[src/rtl/clk_gate_ctrl.sv]
// Purpose: clock-gate controller; wakes a shared gated domain on request and parks it after an idle hysteresis.
// Latency: en_o rises 1 cycle after a request in OFF; ack_o follows WakeCycles later; en_o falls IdleCycles+1 after quiet.
// Backpressure: requesters hold req_i until ack_o; busy_i holds the clock on but never wakes an OFF domain.
module clk_gate_ctrl #(
    parameter int NumReq     = 4,
    parameter int WakeCycles = 2,
    parameter int IdleCycles = 8
) (
    input  logic              clk_i,
    input  logic              rst_ni,
    input  logic [NumReq-1:0] req_i,
    input  logic              busy_i,
    output logic [NumReq-1:0] ack_o,
    output logic              en_o,
    output logic              active_o
);

    // One counter times both WAKE and IDLE, so it is sized for the longer of the two.
    localparam int CntMax = (WakeCycles > IdleCycles) ? WakeCycles : IdleCycles;
    localparam int CntW   = $clog2(CntMax + 1);

    localparam logic [CntW-1:0] WakeLoad = CntW'(WakeCycles - 1);
    localparam logic [CntW-1:0] IdleLoad = CntW'(IdleCycles - 1);

    typedef enum logic [1:0] {
        OFF  = 2'd0,
        WAKE = 2'd1,
        ON   = 2'd2,
        IDLE = 2'd3
    } state_t;

    state_t          state_q;
    state_t          state_d;
    logic [CntW-1:0] cnt_q;
    logic [CntW-1:0] cnt_d;
    logic            en_q;
    logic            any_req;
    logic            quiet;

    assign any_req = |req_i;
    assign quiet   = !any_req && !busy_i;

    // Next-state and counter decisions; WAKE always runs to completion regardless of req_i.
    always_comb begin
        state_d = state_q;
        cnt_d   = cnt_q;
        case (state_q)
            OFF: begin
                if (any_req) begin
                    state_d = WAKE;
                    cnt_d   = WakeLoad;
                end
            end
            WAKE: begin
                if (cnt_q == '0) begin
                    state_d = ON;
                end else begin
                    cnt_d = cnt_q - CntW'(1);
                end
            end
            ON: begin
                if (quiet) begin
                    state_d = IDLE;
                    cnt_d   = IdleLoad;
                end
            end
            IDLE: begin
                // A new request or busy work takes priority over the expiring counter.
                if (!quiet) begin
                    state_d = ON;
                end else if (cnt_q == '0) begin
                    state_d = OFF;
                end else begin
                    cnt_d = cnt_q - CntW'(1);
                end
            end
            default: begin
                state_d = OFF;
                cnt_d   = '0;
            end
        endcase
    end

    // State and counter registers.
    always_ff @(posedge clk_i or negedge rst_ni) begin
        if (!rst_ni) begin
            state_q <= OFF;
            cnt_q   <= '0;
        end else begin
            state_q <= state_d;
            cnt_q   <= cnt_d;
        end
    end

    // Gate enable is its own flop, loaded from the next state so it is glitch-free at the gating cell.
    always_ff @(posedge clk_i or negedge rst_ni) begin
        if (!rst_ni) begin
            en_q <= 1'b0;
        end else begin
            en_q <= (state_d != OFF);
        end
    end

    assign en_o     = en_q;
    assign active_o = en_q;
    // Grants pass straight through only while the gated clock is running and stable.
    assign ack_o    = (state_q == ON) ? req_i : '0;

endmodule

[config.mk]
export PLATFORM = sky130hd
export DESIGN_NAME = clk_gate_ctrl
export DESIGN_NICKNAME = d
export VERILOG_FILES = /design/src/rtl/clk_gate_ctrl.sv
export SDC_FILE = /design/constraint.sdc
export NUM_CORES = 1
export LEC_CHECK = 0
export BUFFER_PORTS_ARGS = -buffer_cell sky130_fd_sc_hd__buf_2
export CAP_MARGIN = 20
export CORE_AREA = 2 2 39 41
export CTS_CLUSTER_DIAMETER = 150
export DETAILED_ROUTE_END_ITERATION = 16
export DIE_AREA = 0 0 41 43
export PLACE_DENSITY = 0.54
export SLEW_MARGIN = 0
export SYNTH_ARGS = -nofsm -noshare
export SYNTH_HDL_FRONTEND = slang
export SYNTH_SLANG_ARGS = --single-unit
[constraint.sdc]
create_clock -name clk_i -period 1.59 [get_ports clk_i]
set_clock_uncertainty 0.1 [all_clocks]
set_input_delay 0 -clock clk_i [delete_from_list [all_inputs] [get_ports clk_i]]
set_output_delay 0 -clock clk_i [all_outputs]
set_load 0.03 [all_outputs]
==> metrics <==
final hold vios 0; Vias 429; CP max-delay cell dlygate4sd3_1; status finished, final reports clean; power per cell area 754.6 nW/um^2; Core ar. 1384 sq um; synthesis-to-finish area growth 37.90%; cell family with most CP delay buffers and inverters; Die Y 43 um; fin nets 74; Tmin final 1.464 ns; placed cell areas 519.2 sq um; Seq cells post-synth 7; Mapped Avg Cell Area 9.754 sq um; Clock Sinks 7; Fin Setup TNS 0 ns; drt pass-1 iters 4; Hold Crit Class input port to async pin; critical path fanouts, max 3; post-CTS repair timing setup buffer count 0; Buf/Inv on CP 3; number of cells after detailed placement 73; layout cells sized above 1 36.92%; DRT iter0 DRCs 14; post-route insts no fill 81; Post-DRT Antenna Nets 0; std cell rows 14; routability cong. 0.7736; crit path DAT 1.49 ns; fin area 591.8 sq um; RSZ-0062 raised after global routing false; Post-Synthesis Cell Area 429.2 sq um; die width 41 um; CTS clk-pin slew, worst paths 0.05 ns; Netlist cell types 26; Synth Net Count 52; I/O Buffers 12; vias in the first global route 390; htree depth 1; Post-route DRC 0; largest net degree at the start of global routing 9; Worst slew margin 82.58%; post-route setup slack 0.1258 ns; Synthesis Warnings 0; Startpoint Class input port; crit-path most repeated cell dlygate4sd3_1; routed wire length per instance 12.53 um; leakage 0.2574 nW; global-route wire length before repair 1.524 mm; CTS tree done; Setup violations, final 0; CP endpoint kind flop; worst setup path class input port to flop; sequential share of the synthesized area 40.82%; Worst EP required 1.62 ns; antenna violations before repair 0; final WL 1.015 mm; Setup WS pre-CTS 0.1567 ns; DPL Wire Length 694.3 um; Slew Limit Fails 0; fin crit share 92.09%; grt ovf 0; total of max-cap violations 0; clock tree buffer depth 2; GRT Total Usage 13.10%; Critical Path Max Stage Delay 0.58 ns; Syn Inst Count 44; crit-path cells buf_2, dlygate4sd3_1, nor4_2, dlygate4sd3_1, o21ai_0; CTS Root Cell clkbuf_4; die area 1763 sq um; Worst-Margin Slew 0.2607 ns; FMAX 682.9 MHz; ANT cells 0; boundary pin count 13; maximum vdd ir drop 0.0002406 V; Starting Density 31.01%; vias per std cell 5.296; Clock Latency Late Sink 0.25 ns; CTS buffer count 3
## report_power, final
| part | total, W | internal [W] | switching (W) |
|---|---|---|---|
| logic | 0.0000908 | 0.0000404 | 0.0000504 |
| clock network | 0.000157 | 0.0000955 | 0.0000617 |
| registers | 0.000199 | 0.000190 | 0.00000869 |
| total | 0.000447 | 0.000326 | 0.000121 |
## layout make-up
type	count	area, sq um
fillers	143	792.0
multi-input cells	32	236.5
flip-flops and latches	7	175.2
repair buffers	19	122.6
clock buffers	4	26.28
well taps	16	20.02
inverters	3	11.26
## worst paths after layout
check	start	slack, ns	cells past startpoint	endpoint
max reg2reg	cnt_q[2]	0.14	4	cnt_q[0]
min	rst_ni	0.01	2	state_q[0]
max in group asynchronous	rst_ni	1.22	2	cnt_q[2]
min in group clk_i	req_i[2]	0.07	4	state_q[1]
max	req_i[2]	0.13	5	active_o
min reg2reg	cnt_q[3]	0.44	1	cnt_q[3]
## cell usage in the layout (no fill, tap or decap), types with 2 or more instances in the layout
cell type,Yosys,routed
a32o_1,2,2
and2_1,3,3
buf_2,1,12
buf_4,1,3
clkbuf_4,0,3
dfrtp_1,7,7
dlygate4sd3_1,0,4
inv_1,3,3
nand2_1,3,3
nand3_1,2,2
nor3b_1,2,2
o21ai_1,3,3
o31ai_1,2,2
## worst register-to-register path, cell delays in order (launching register included)
cell and delay [ns]:
dfrtp_1 0.40, nor3b_1 0.27, nand2_1 0.19, and3_4 0.23, o21a_1 0.16
## repair_timing
action | in CTS | in global routing
hold endpoints to repair | 9 | 0
setup endpoints to repair | 0 | 1
gates resized for setup | 0 | 1
hold buffers | 4 | 0
## synthesized netlist by cell type
master / number / area (sq um)
dfrtp_1: 7 / 175.2
nand4_1: 1 / 6.260
buf_4: 1 / 7.510
o31ai_1: 2 / 15.01
or4_4: 1 / 11.26
a221oi_2: 1 / 15.01
a21oi_1: 1 / 5.000
nor3_1: 1 / 5.000
nor4_1: 1 / 6.260
nand2_1: 3 / 11.26
ha_1: 1 / 12.51
o21ai_4: 1 / 16.27
buf_2: 1 / 5.000
inv_1: 3 / 11.26
and2_2: 1 / 7.510
o21a_1: 1 / 7.510
nand3_1: 2 / 10.01
a32o_1: 2 / 20.02
and2_1: 3 / 18.77
nor3b_1: 2 / 15.01
nor2_1: 1 / 3.750
and3_4: 1 / 11.26
nor2b_1: 1 / 6.260
o21ai_1: 3 / 15.01
and3_1: 1 / 6.260
o21ai_0: 1 / 5.000
## state kept, by name, summed over array words and instances (netlist names)
register  flops
active_o      1
cnt_q         4
state_q       2
## cells by family after synthesis
family,Yosys count,share of synthesized area (%)
flops,7,40.82
compound gates,12,23.03
fa+ha+maj,1,2.915
simple gates,19,27.70
buf+inv,5,5.539
## stage by stage
step	util (%)	power [W]	hold WS [ns]
floorplan	-	0.0002478	-0.3956
global placement	37.52	0.0002874	-0.2572
detailed placement	37.52	0.0002834	-0.2566
CTS	42.31	0.0004532	0.009208
global route	42.77	0.0004774	0.03682
finish	42.77	0.0004466	0.01203
## layer usage
metal | part of all wire, % | wire length [um] | global-route usage, % | up-vias
met1 | 40 | 410 | 13.03 | 202
met3 | 4.4 | 45 | 3.141 | 4
met5 | 0 | 0 | 0 | -
li1 | - | - | - | 207
met2 | 53 | 536 | 22.50 | 16
met4 | 2.3 | 23 | 8.000 | 0
Power figures use the tool's default switching activity.
